[config.mk]
export PLATFORM = sky130hd
export DESIGN_NAME = operand_fwd_stage
export DESIGN_NICKNAME = d
export VERILOG_FILES = /design/src/rtl/operand_fwd_stage_pkg.sv /design/src/rtl/operand_fwd_stage_fwd_select.sv /design/src/rtl/operand_fwd_stage.sv
export SDC_FILE = /design/constraint.sdc
export NUM_CORES = 1
export LEC_CHECK = 0
export BUFFER_PORTS_ARGS = -buffer_cell sky130_fd_sc_hd__buf_4
export CORE_MARGIN = 3
export CORE_UTILIZATION = 43
export CTS_CLUSTER_DIAMETER = 150
export CTS_CLUSTER_SIZE = 12
export DETAILED_ROUTE_END_ITERATION = 7
export PLACE_DENSITY = 0.82
export SLEW_MARGIN = 30
export SYNTH_ARGS = -nofsm -noshare
export SYNTH_HDL_FRONTEND = slang
export SYNTH_SLANG_ARGS = --single-unit
[constraint.sdc]
create_clock -name clk_i -period 1.9 [get_ports clk_i]
set_input_delay 0.095 -clock clk_i [delete_from_list [all_inputs] [get_ports clk_i]]
set_output_delay 0.095 -clock clk_i [all_outputs]
set_load 0.03 [all_outputs]
[src/rtl/operand_fwd_stage_pkg.sv]
`default_nettype none
// ============================================================================
// Module      : operand_fwd_stage_pkg
// Description : Shared forwarding select encodings for the ID/EX operand
//               forwarding stage.
// Revision    : 1.0 - initial release
// ============================================================================
package operand_fwd_stage_pkg;

    // Per-operand source select codes, also exported on fwd_sel_o
    localparam logic [1:0] FWD_RF  = 2'b00;  // register-file read data
    localparam logic [1:0] FWD_WB  = 2'b01;  // MEM/WB write-back data
    localparam logic [1:0] FWD_MEM = 2'b10;  // EX/MEM ALU result

endpackage
`default_nettype wire

[src/rtl/operand_fwd_stage_fwd_select.sv]
`default_nettype none
// ============================================================================
// Module      : fwd_select
// Description : Combinational compare-and-mux for one source operand. Picks
//               register-file, EX/MEM or MEM/WB data and flags a load-use hit.
// Revision    : 1.0 - initial release
// ============================================================================
module fwd_select
    import operand_fwd_stage_pkg::*;
#(
    parameter int DATA_W = 32,
    parameter int REG_AW = 5
) (
    input  logic [REG_AW-1:0] i_addr,
    input  logic [DATA_W-1:0] i_rf_data,
    input  logic              i_exmem_we,
    input  logic [REG_AW-1:0] i_exmem_rd,
    input  logic [DATA_W-1:0] i_exmem_data,
    input  logic              i_exmem_is_load,
    input  logic              i_memwb_we,
    input  logic [REG_AW-1:0] i_memwb_rd,
    input  logic [DATA_W-1:0] i_memwb_data,
    output logic [DATA_W-1:0] o_data,
    output logic [1:0]        o_sel,
    output logic              o_load_hit
);

    logic w_exmem_hit;
    logic w_memwb_hit;

    assign w_exmem_hit = i_exmem_we && (i_exmem_rd == i_addr);
    assign w_memwb_hit = i_memwb_we && (i_memwb_rd == i_addr);

    // Priority select: r0 never forwards, EX/MEM (younger) beats MEM/WB
    always_comb begin
        o_data     = i_rf_data;
        o_sel      = FWD_RF;
        o_load_hit = 1'b0;
        if (i_addr != '0) begin
            if (w_exmem_hit) begin
                // A load in EX/MEM has no data yet; MEM/WB must not be used
                // because it would supply a stale, older value.
                if (i_exmem_is_load) begin
                    o_load_hit = 1'b1;
                end else begin
                    o_data = i_exmem_data;
                    o_sel  = FWD_MEM;
                end
            end else if (w_memwb_hit) begin
                o_data = i_memwb_data;
                o_sel  = FWD_WB;
            end
        end
    end

endmodule
`default_nettype wire

[src/rtl/operand_fwd_stage.sv]
`default_nettype none
// ============================================================================
// Module      : operand_fwd_stage
// Description : ID/EX operand forwarding stage. Selects each source operand
//               from RF / EX/MEM / MEM/WB, raises load-use stalls, registers
//               the operands with stall/flush control and counts hazard
//               stall cycles with a saturating counter.
// Revision    : 1.0 - initial release
// ============================================================================
module operand_fwd_stage
    import operand_fwd_stage_pkg::*;
#(
    parameter int DATA_W  = 32,
    parameter int REG_AW  = 5,
    parameter int NUM_OPS = 2,
    parameter int CNT_W   = 16
) (
    input  logic                        clk_i,
    input  logic                        rst_i,
    input  logic                        valid_i,
    input  logic [NUM_OPS*REG_AW-1:0]   rs_addr_i,
    input  logic [NUM_OPS*DATA_W-1:0]   rs_data_i,
    input  logic                        exmem_we_i,
    input  logic [REG_AW-1:0]           exmem_rd_i,
    input  logic [DATA_W-1:0]           exmem_data_i,
    input  logic                        exmem_is_load_i,
    input  logic                        memwb_we_i,
    input  logic [REG_AW-1:0]           memwb_rd_i,
    input  logic [DATA_W-1:0]           memwb_data_i,
    input  logic                        stall_i,
    input  logic                        flush_i,
    output logic                        valid_o,
    output logic [NUM_OPS*DATA_W-1:0]   op_data_o,
    output logic [NUM_OPS*2-1:0]        fwd_sel_o,
    output logic                        hazard_stall_o,
    output logic [CNT_W-1:0]            hazard_cnt_o
);

    localparam logic [CNT_W-1:0] c_cnt_max = '1;
    localparam logic [CNT_W-1:0] c_cnt_one = {{(CNT_W-1){1'b0}}, 1'b1};

    logic [NUM_OPS*DATA_W-1:0] w_sel_data;
    logic [NUM_OPS*2-1:0]      w_sel_code;
    logic [NUM_OPS-1:0]        w_load_hit;

    logic                      r_valid;
    logic [NUM_OPS*DATA_W-1:0] r_op_data;
    logic [NUM_OPS*2-1:0]      r_fwd_sel;
    logic [CNT_W-1:0]          r_hazard_cnt;

    generate
        for (genvar k = 0; k < NUM_OPS; k++) begin : g_op
            fwd_select #(
                .DATA_W (DATA_W),
                .REG_AW (REG_AW)
            ) u_fwd_select (
                .i_addr          (rs_addr_i[k*REG_AW +: REG_AW]),
                .i_rf_data       (rs_data_i[k*DATA_W +: DATA_W]),
                .i_exmem_we      (exmem_we_i),
                .i_exmem_rd      (exmem_rd_i),
                .i_exmem_data    (exmem_data_i),
                .i_exmem_is_load (exmem_is_load_i),
                .i_memwb_we      (memwb_we_i),
                .i_memwb_rd      (memwb_rd_i),
                .i_memwb_data    (memwb_data_i),
                .o_data          (w_sel_data[k*DATA_W +: DATA_W]),
                .o_sel           (w_sel_code[k*2 +: 2]),
                .o_load_hit      (w_load_hit[k])
            );
        end
    endgenerate

    // Zero-latency stall request: any operand waiting on an in-flight load
    assign hazard_stall_o = valid_i && !flush_i && (|w_load_hit);

    // ID/EX pipeline register: flush > stall > hazard bubble > capture
    always_ff @(posedge clk_i or negedge rst_i) begin
        if (!rst_i) begin
            r_valid   <= 1'b0;
            r_op_data <= '0;
            r_fwd_sel <= '0;
        end else if (flush_i) begin
            r_valid   <= 1'b0;
            r_op_data <= '0;
            r_fwd_sel <= {NUM_OPS{FWD_RF}};
        end else if (stall_i) begin
            r_valid   <= r_valid;
        end else if (hazard_stall_o) begin
            // Bubble; the instruction stays upstream and retries next cycle
            r_valid   <= 1'b0;
        end else begin
            r_valid   <= valid_i;
            r_op_data <= w_sel_data;
            r_fwd_sel <= w_sel_code;
        end
    end

    // Saturating count of hazard cycles that actually inserted a bubble
    always_ff @(posedge clk_i or negedge rst_i) begin
        if (!rst_i) begin
            r_hazard_cnt <= '0;
        end else if (hazard_stall_o && !stall_i && (r_hazard_cnt != c_cnt_max)) begin
            r_hazard_cnt <= r_hazard_cnt + c_cnt_one;
        end
    end

    assign valid_o      = r_valid;
    assign op_data_o    = r_op_data;
    assign fwd_sel_o    = r_fwd_sel;
    assign hazard_cnt_o = r_hazard_cnt;

endmodule
`default_nettype wire
==> reports/metrics.cfg, run 1 <==
[setup_path]
critPathTopFamily = simple AND/OR/NAND/NOR gates
worstPathRequired_ps = 2160
rr_startpoint = hazard_cnt_o[0]
crit_chain = ha_1, nand3_1, nor4_2, nor2_1, o2111ai_2, nor3_1, xor2_1
cp_data_arrival_time_ps = 2080
crit_start = hazard_cnt_o[0]
path_class = reg -> reg
cp_slowest_cell = dfrtp_2
reg2reg_slack_ps = 80
slowest_delay_ps = 400
startpoint_type = register
cp.buffers_inverters = 0
reg2reg_depth = 7
crit_end = hazard_cnt_o[15]
cp.depth = 7
worstPathMaxFanout = 8
reg2reg_to = hazard_cnt_o[15]
worstSetupEndpointType = register

[min_path]
worstHoldStart = stall_i
min_path_type = in -> reg

[placement]
dpl.hpwl_um = 13800
dp.cells = 920
placedInstanceArea_um2 = 7450
gp_congestion = 0.951
port_buffers = 241

[drt]
vias = 5775
drt_iter0_markers = 535
route.detailed.drc = 0
dr.pass1.iters = 6
ant_nets = 0
routed_via_density = 6.15
wire_per_inst_um = 20.0
wl_um = 18800

[global_routing]
grt_first_pass_wirelength_um = 28700
grt_max_degree = 53
grt_pass1_vias = 5771
overflow = 0
antenna_found_initial = 0
grt_use_total = 0.273

[yosys]
avgSynthCellArea_um2 = 9.50
synth_cells = 541
ys_warn_count = 0
yosysSeqAreaShare = 0.414
netlist_area_um2 = 5140
synth_nets = 698
synthArstFlopShare = 1.00
yosysMostFrequentCell = dfrtp_1
ys_seq_elements = 85
synth_area_leader_cell = dfrtp_1
synth_top_area_share = 0.414
ys_top_cells_by_area = dfrtp_1, a21oi_1, a32o_1, a2bb2oi_1, o221ai_1
synthTopCellsByCount = dfrtp_1, a21oi_1, nand2_1, or3_1
synth_enable_flop_cells = 0
ys_types = 40
synthFlopType = dfrtp_1

[clock_tree]
clock_sinks = 85
tritoncts = done
clk_pin_slew_ps = 60
htree_levels = 3
root_buffer = clkbuf_16
clock_latency_ps = 330
cts_buffer_depth = 2
cts_buffers = 9

[cells_and_area]
syn_to_final_growth_pct = 51.7
nFillCells = 927
instances_no_fill = 939
diodes = 0
fin_area_um2 = 7790
drive_gt1_frac = 0.393
final_util = 0.674
layout.nets = 948

[sta]
fin_crit_ps = 1820
period_share = 0.956
maxSlewHeadroom = 0.650
finClkSkew_ps = 3.51
fmax_ghz = 0.550
maxSlewViolCount = 0
rsz0062_at_grt = true
finalHoldViolCount = 0
worst_slew_pin_slew_ps = 522
timing.hold.ws_ps = 59.8
setup_viol = 0

[run]
drv_cap = 0

[die]
fp.coreArea_um2 = 11600
die-area_um2 = 13300
pin_count = 242
die_w_um = 115
start_util = 0.444
dieHeight_um = 115
rows = 39

[outcome]
status = finished clean

[pwr]
power.density_nw_per_um2 = 640
peakVddDrop_mv = 0.383
power_leakage_nw = 3.62

## timing repair
action | 4_1_cts | 5_1_grt
setup endpoints to repair | 0 | 14
hold endpoints to repair | 36 | 0
hold buffers | 2 | 0
buffers inserted | 0 | 1
gates resized for setup | 0 | 3
## through the flow
stage,setup WS [ps],power [mW],TNS [ps]
floorplan,37.9,2.59,0
global placement,-70.6,3.22,-1870
detailed placement,-150,3.26,-4670
CTS,43.1,5.01,0
global route,-28.2,5.18,-177
finish,83.0,4.99,0
## flip-flops by register name (all words and copies together), names as in the netlist
| name | cells |
|---|---|
| fwd_sel_o | 4 |
| hazard_cnt_o | 16 |
| op_data_o | 64 |
| valid_o | 1 |
## routing by layer
metal / up-vias / global-route usage / part of all wire
met4: 0 / 0.131 / 0.029
met2: 333 / 0.470 / 0.50
li1: 2597 / - / -
met1: 2795 / 0.338 / 0.39
met5: - / 0 / 0
met3: 50 / 0.0358 / 0.076
## cell usage in the layout, fill, tap and decap left out, types with 3 or more instances in the layout
| cell type | count |
|---|---|
| buf_4 | 270 |
| dfrtp_1 | 83 |
| a21oi_1 | 68 |
| nand2_1 | 51 |
| or3_1 | 33 |
| nor2b_1 | 32 |
| o221ai_1 | 32 |
| o2bb2ai_1 | 32 |
| a2bb2oi_1 | 32 |
| a32o_1 | 32 |
| xor2_1 | 19 |
| xnor2_1 | 16 |
| buf_12 | 15 |
| nand3_1 | 9 |
| clkbuf_16 | 9 |
| nor2_1 | 8 |
| nor3_1 | 7 |
| nand4_1 | 6 |
| o21ai_0 | 4 |
| inv_1 | 3 |
| clkbuf_1 | 3 |
## where the power goes
group | switching, mW | internal (mW) | leakage [nW]
Clock | 0.694 | 1.06 | 0.136
Sequential | 0.0630 | 1.91 | 1.14
Combinational | 0.660 | 0.607 | 2.34
Total | 1.42 | 3.57 | 3.62
## worst min-delay path, cell delays in order
cell,delay (ps)
buf_4,140
nand2_1,60
a21oi_1,60
## worst min-delay path by stage
| stage | to | slack [ps] | cells after the start |
|---|---|---|---|
| floorplan | fwd_sel_o[0] | -200 | 0 |
| global placement | op_data_o[50] | 70 | 1 |
| detailed placement | op_data_o[50] | 70 | 1 |
| CTS | valid_o | 50 | 3 |
| global route | valid_o | 70 | 3 |
| finish | valid_o | 60 | 3 |
## logic make-up after synthesis
group | count (synthesis) | share of synthesized area
adder cells (fa/ha/maj) | 1 | 0.00243
flip-flops | 85 | 0.414
XOR/XNOR | 35 | 0.0597
AO/OA/AOI/OAI | 209 | 0.312
buffers and inverters | 51 | 0.0450
AND/OR/NAND/NOR | 160 | 0.167
## cell type report
cell class                      count  area (µm²)  area share
Clock buffer                       13         250      0.0321
Clock inverter                      3        45.0     0.00578
Inverter                            3        11.3     0.00144
Multi-Input combinational cell    405        2830       0.363
Sequential cell                    85        2130       0.273
Tap cell                          143         179      0.0230
Timing Repair Buffer              287        2350       0.301
No activity file was read; power rests on OpenSTA's default activity.
==> run 2: changes to the inputs <==
--- a/config.mk
+++ b/config.mk
@@ -12,6 +12,7 @@
 export CTS_CLUSTER_SIZE = 12
 export DETAILED_ROUTE_END_ITERATION = 7
 export PLACE_DENSITY = 0.82
+export RECOVER_POWER = 50
 export SLEW_MARGIN = 30
 export SYNTH_ARGS = -nofsm -noshare
 export SYNTH_HDL_FRONTEND = slang
==> reports/metrics.cfg, run 2 (synthesis gave the netlist of run 1 again) <==
[outcome]
status = finished clean

[placement]
port_buffers = 241
dpl.hpwl_um = 13800
dp_slack_ps = -150
placedInstanceArea_um2 = 7450
gp_congestion = 0.951

[min_path]
min_path_type = in -> reg

[sta]
maxSlewViolCount = 0
setup_viol = 0
maxSlewHeadroom = 0.435
worst_slew_pin_slew_ps = 847
period_share = 0.957
fin_crit_ps = 1820
rsz0062_at_grt = true
finClkSkew_ps = 3.23
fmax_ghz = 0.550
fin_ws_ps = 82.2
finalHoldViolCount = 0

[clock_tree]
root_buffer = clkbuf_16
cts_buffers = 9
tritoncts = done
htree_levels = 3
clock_latency_ps = 330
cts_buffer_depth = 2
clock_sinks = 85
clk_pin_slew_ps = 60

[drt]
routed_via_density = 6.11
ant_nets = 0
wire_per_inst_um = 20.0
vias = 5733
route.detailed.drc = 0
wl_um = 18800
drt_iter0_markers = 613
dr.pass1.iters = 5

[cells_and_area]
layout.nets = 948
final_common_cell = buf_4
diodes = 0
nFillCells = 972
largest_register_ffs = 64
fin_area_um2 = 7610
layout_common_cells = buf_4, dfrtp_1, a21oi_1, nand2_1, clkbuf_1
syn_to_final_growth_pct = 48.2
drive_gt1_frac = 0.338

[die]
dieHeight_um = 115
pin_count = 242
start_util = 0.444
fp.coreArea_um2 = 11600
die-area_um2 = 13300
rows = 39
die_w_um = 115

[setup_path]
startpoint_type = register
cp_slowest_cell = dfrtp_2
worstPathRequired_ps = 2160
crit_chain = ha_1, nand3_1, nor4_2, nor2_1, o2111ai_2, nor3_1, xor2_1
path_class = reg -> reg
worstSetupEndpointType = register
slowest_delay_ps = 400
worstPathMaxFanout = 8
cp_data_arrival_time_ps = 2080

[pwr]
power.density_nw_per_um2 = 647
finalPower_mw = 4.93
power_leakage_nw = 3.43
peakVddDrop_mv = 0.382

[global_routing]
overflow = 0
grt_first_pass_wirelength_um = 28700
grt_use_total = 0.273
grt_pass1_vias = 5771
grt_max_degree = 53
antenna_found_initial = 0

[run]
drv_cap = 0

run 2: cell types whose count changed in the layout (fill, tap and decap cells not counted), sizes merged:
cell	change
buf	-45
clkbuf	+45
run 2: layer usage:
| metal | global-route usage | up-vias | wire length [µm] |
|---|---|---|---|
| li1 | - | 2589 | - |
| met1 | 0.338 | 2764 | 7480 |
| met2 | 0.470 | 333 | 9380 |
| met3 | 0.0358 | 47 | 1370 |
| met4 | 0.131 | 0 | 527 |
| met5 | 0 | - | 0 |
run 2: critical path, delay by kind of cell (launching register included):
| family | cells | cell delay [ps] |
|---|---|---|
| flip-flops | 1 | 400 |
| adder cells (fa/ha/maj) | 1 | 220 |
| AND/OR/NAND/NOR | 4 | 700 |
| XOR/XNOR | 1 | 170 |
| AO/OA/AOI/OAI | 1 | 260 |
run 2: area by class of cell:
cell class              instances  area (µm²)  share of cell area
inverters                       3        11.3             0.00148
well taps                     143         179              0.0235
clock buffers                  13         250              0.0329
repair buffers                287        2170               0.285
flip-flops and latches         85        2130               0.280
clock inverters                 3        45.0             0.00592
multi-input cells             405        2830               0.372
run 2: repair_timing:
| action | 4_1_cts | 5_1_grt |
|---|---|---|
| endpoints found under the setup margin | 0 | 14 |
| hold endpoints to repair | 36 | 0 |
| gates resized for setup | 0 | 3 |
| setup buffers | 0 | 1 |
| hold buffers | 2 | 0 |
run 2: final timing paths:
| kind | from | depth (start not counted) | slack, ps | to |
|---|---|---|---|---|
| min | stall_i | 3 | 60 | valid_o |
| max in group asynchronous | rst_i | 3 | 250 | hazard_cnt_o[1] |
| min in group asynchronous | rst_i | 2 | 410 | op_data_o[49] |
| min reg2reg | op_data_o[26] | 1 | 490 | op_data_o[26] |
| max reg2reg | hazard_cnt_o[0] | 7 | 80 | hazard_cnt_o[15] |
| max | hazard_cnt_o[0] | 7 | 80 | hazard_cnt_o[15] |
run 2: stage by stage:
step                utilization  setup TNS (ps)  hold WS, ps  std cells
global placement          0.644           -1870         69.2        920
CTS                       0.672               0         45.6        938
finish                    0.658               0         58.1        939
global route              0.658            -214         71.8        939
floorplan                     -               0         -201        541
detailed placement        0.644           -4670         68.5        920
run 2: report_power, final:
| part | leakage [nW] | internal (mW) | total [mW] | switching (mW) |
|---|---|---|---|---|
| clock network | 0.136 | 1.06 | 1.75 | 0.696 |
| registers | 1.14 | 1.91 | 1.97 | 0.0611 |
| logic | 2.16 | 0.552 | 1.21 | 0.659 |
| total | 3.43 | 3.51 | 4.93 | 1.42 |
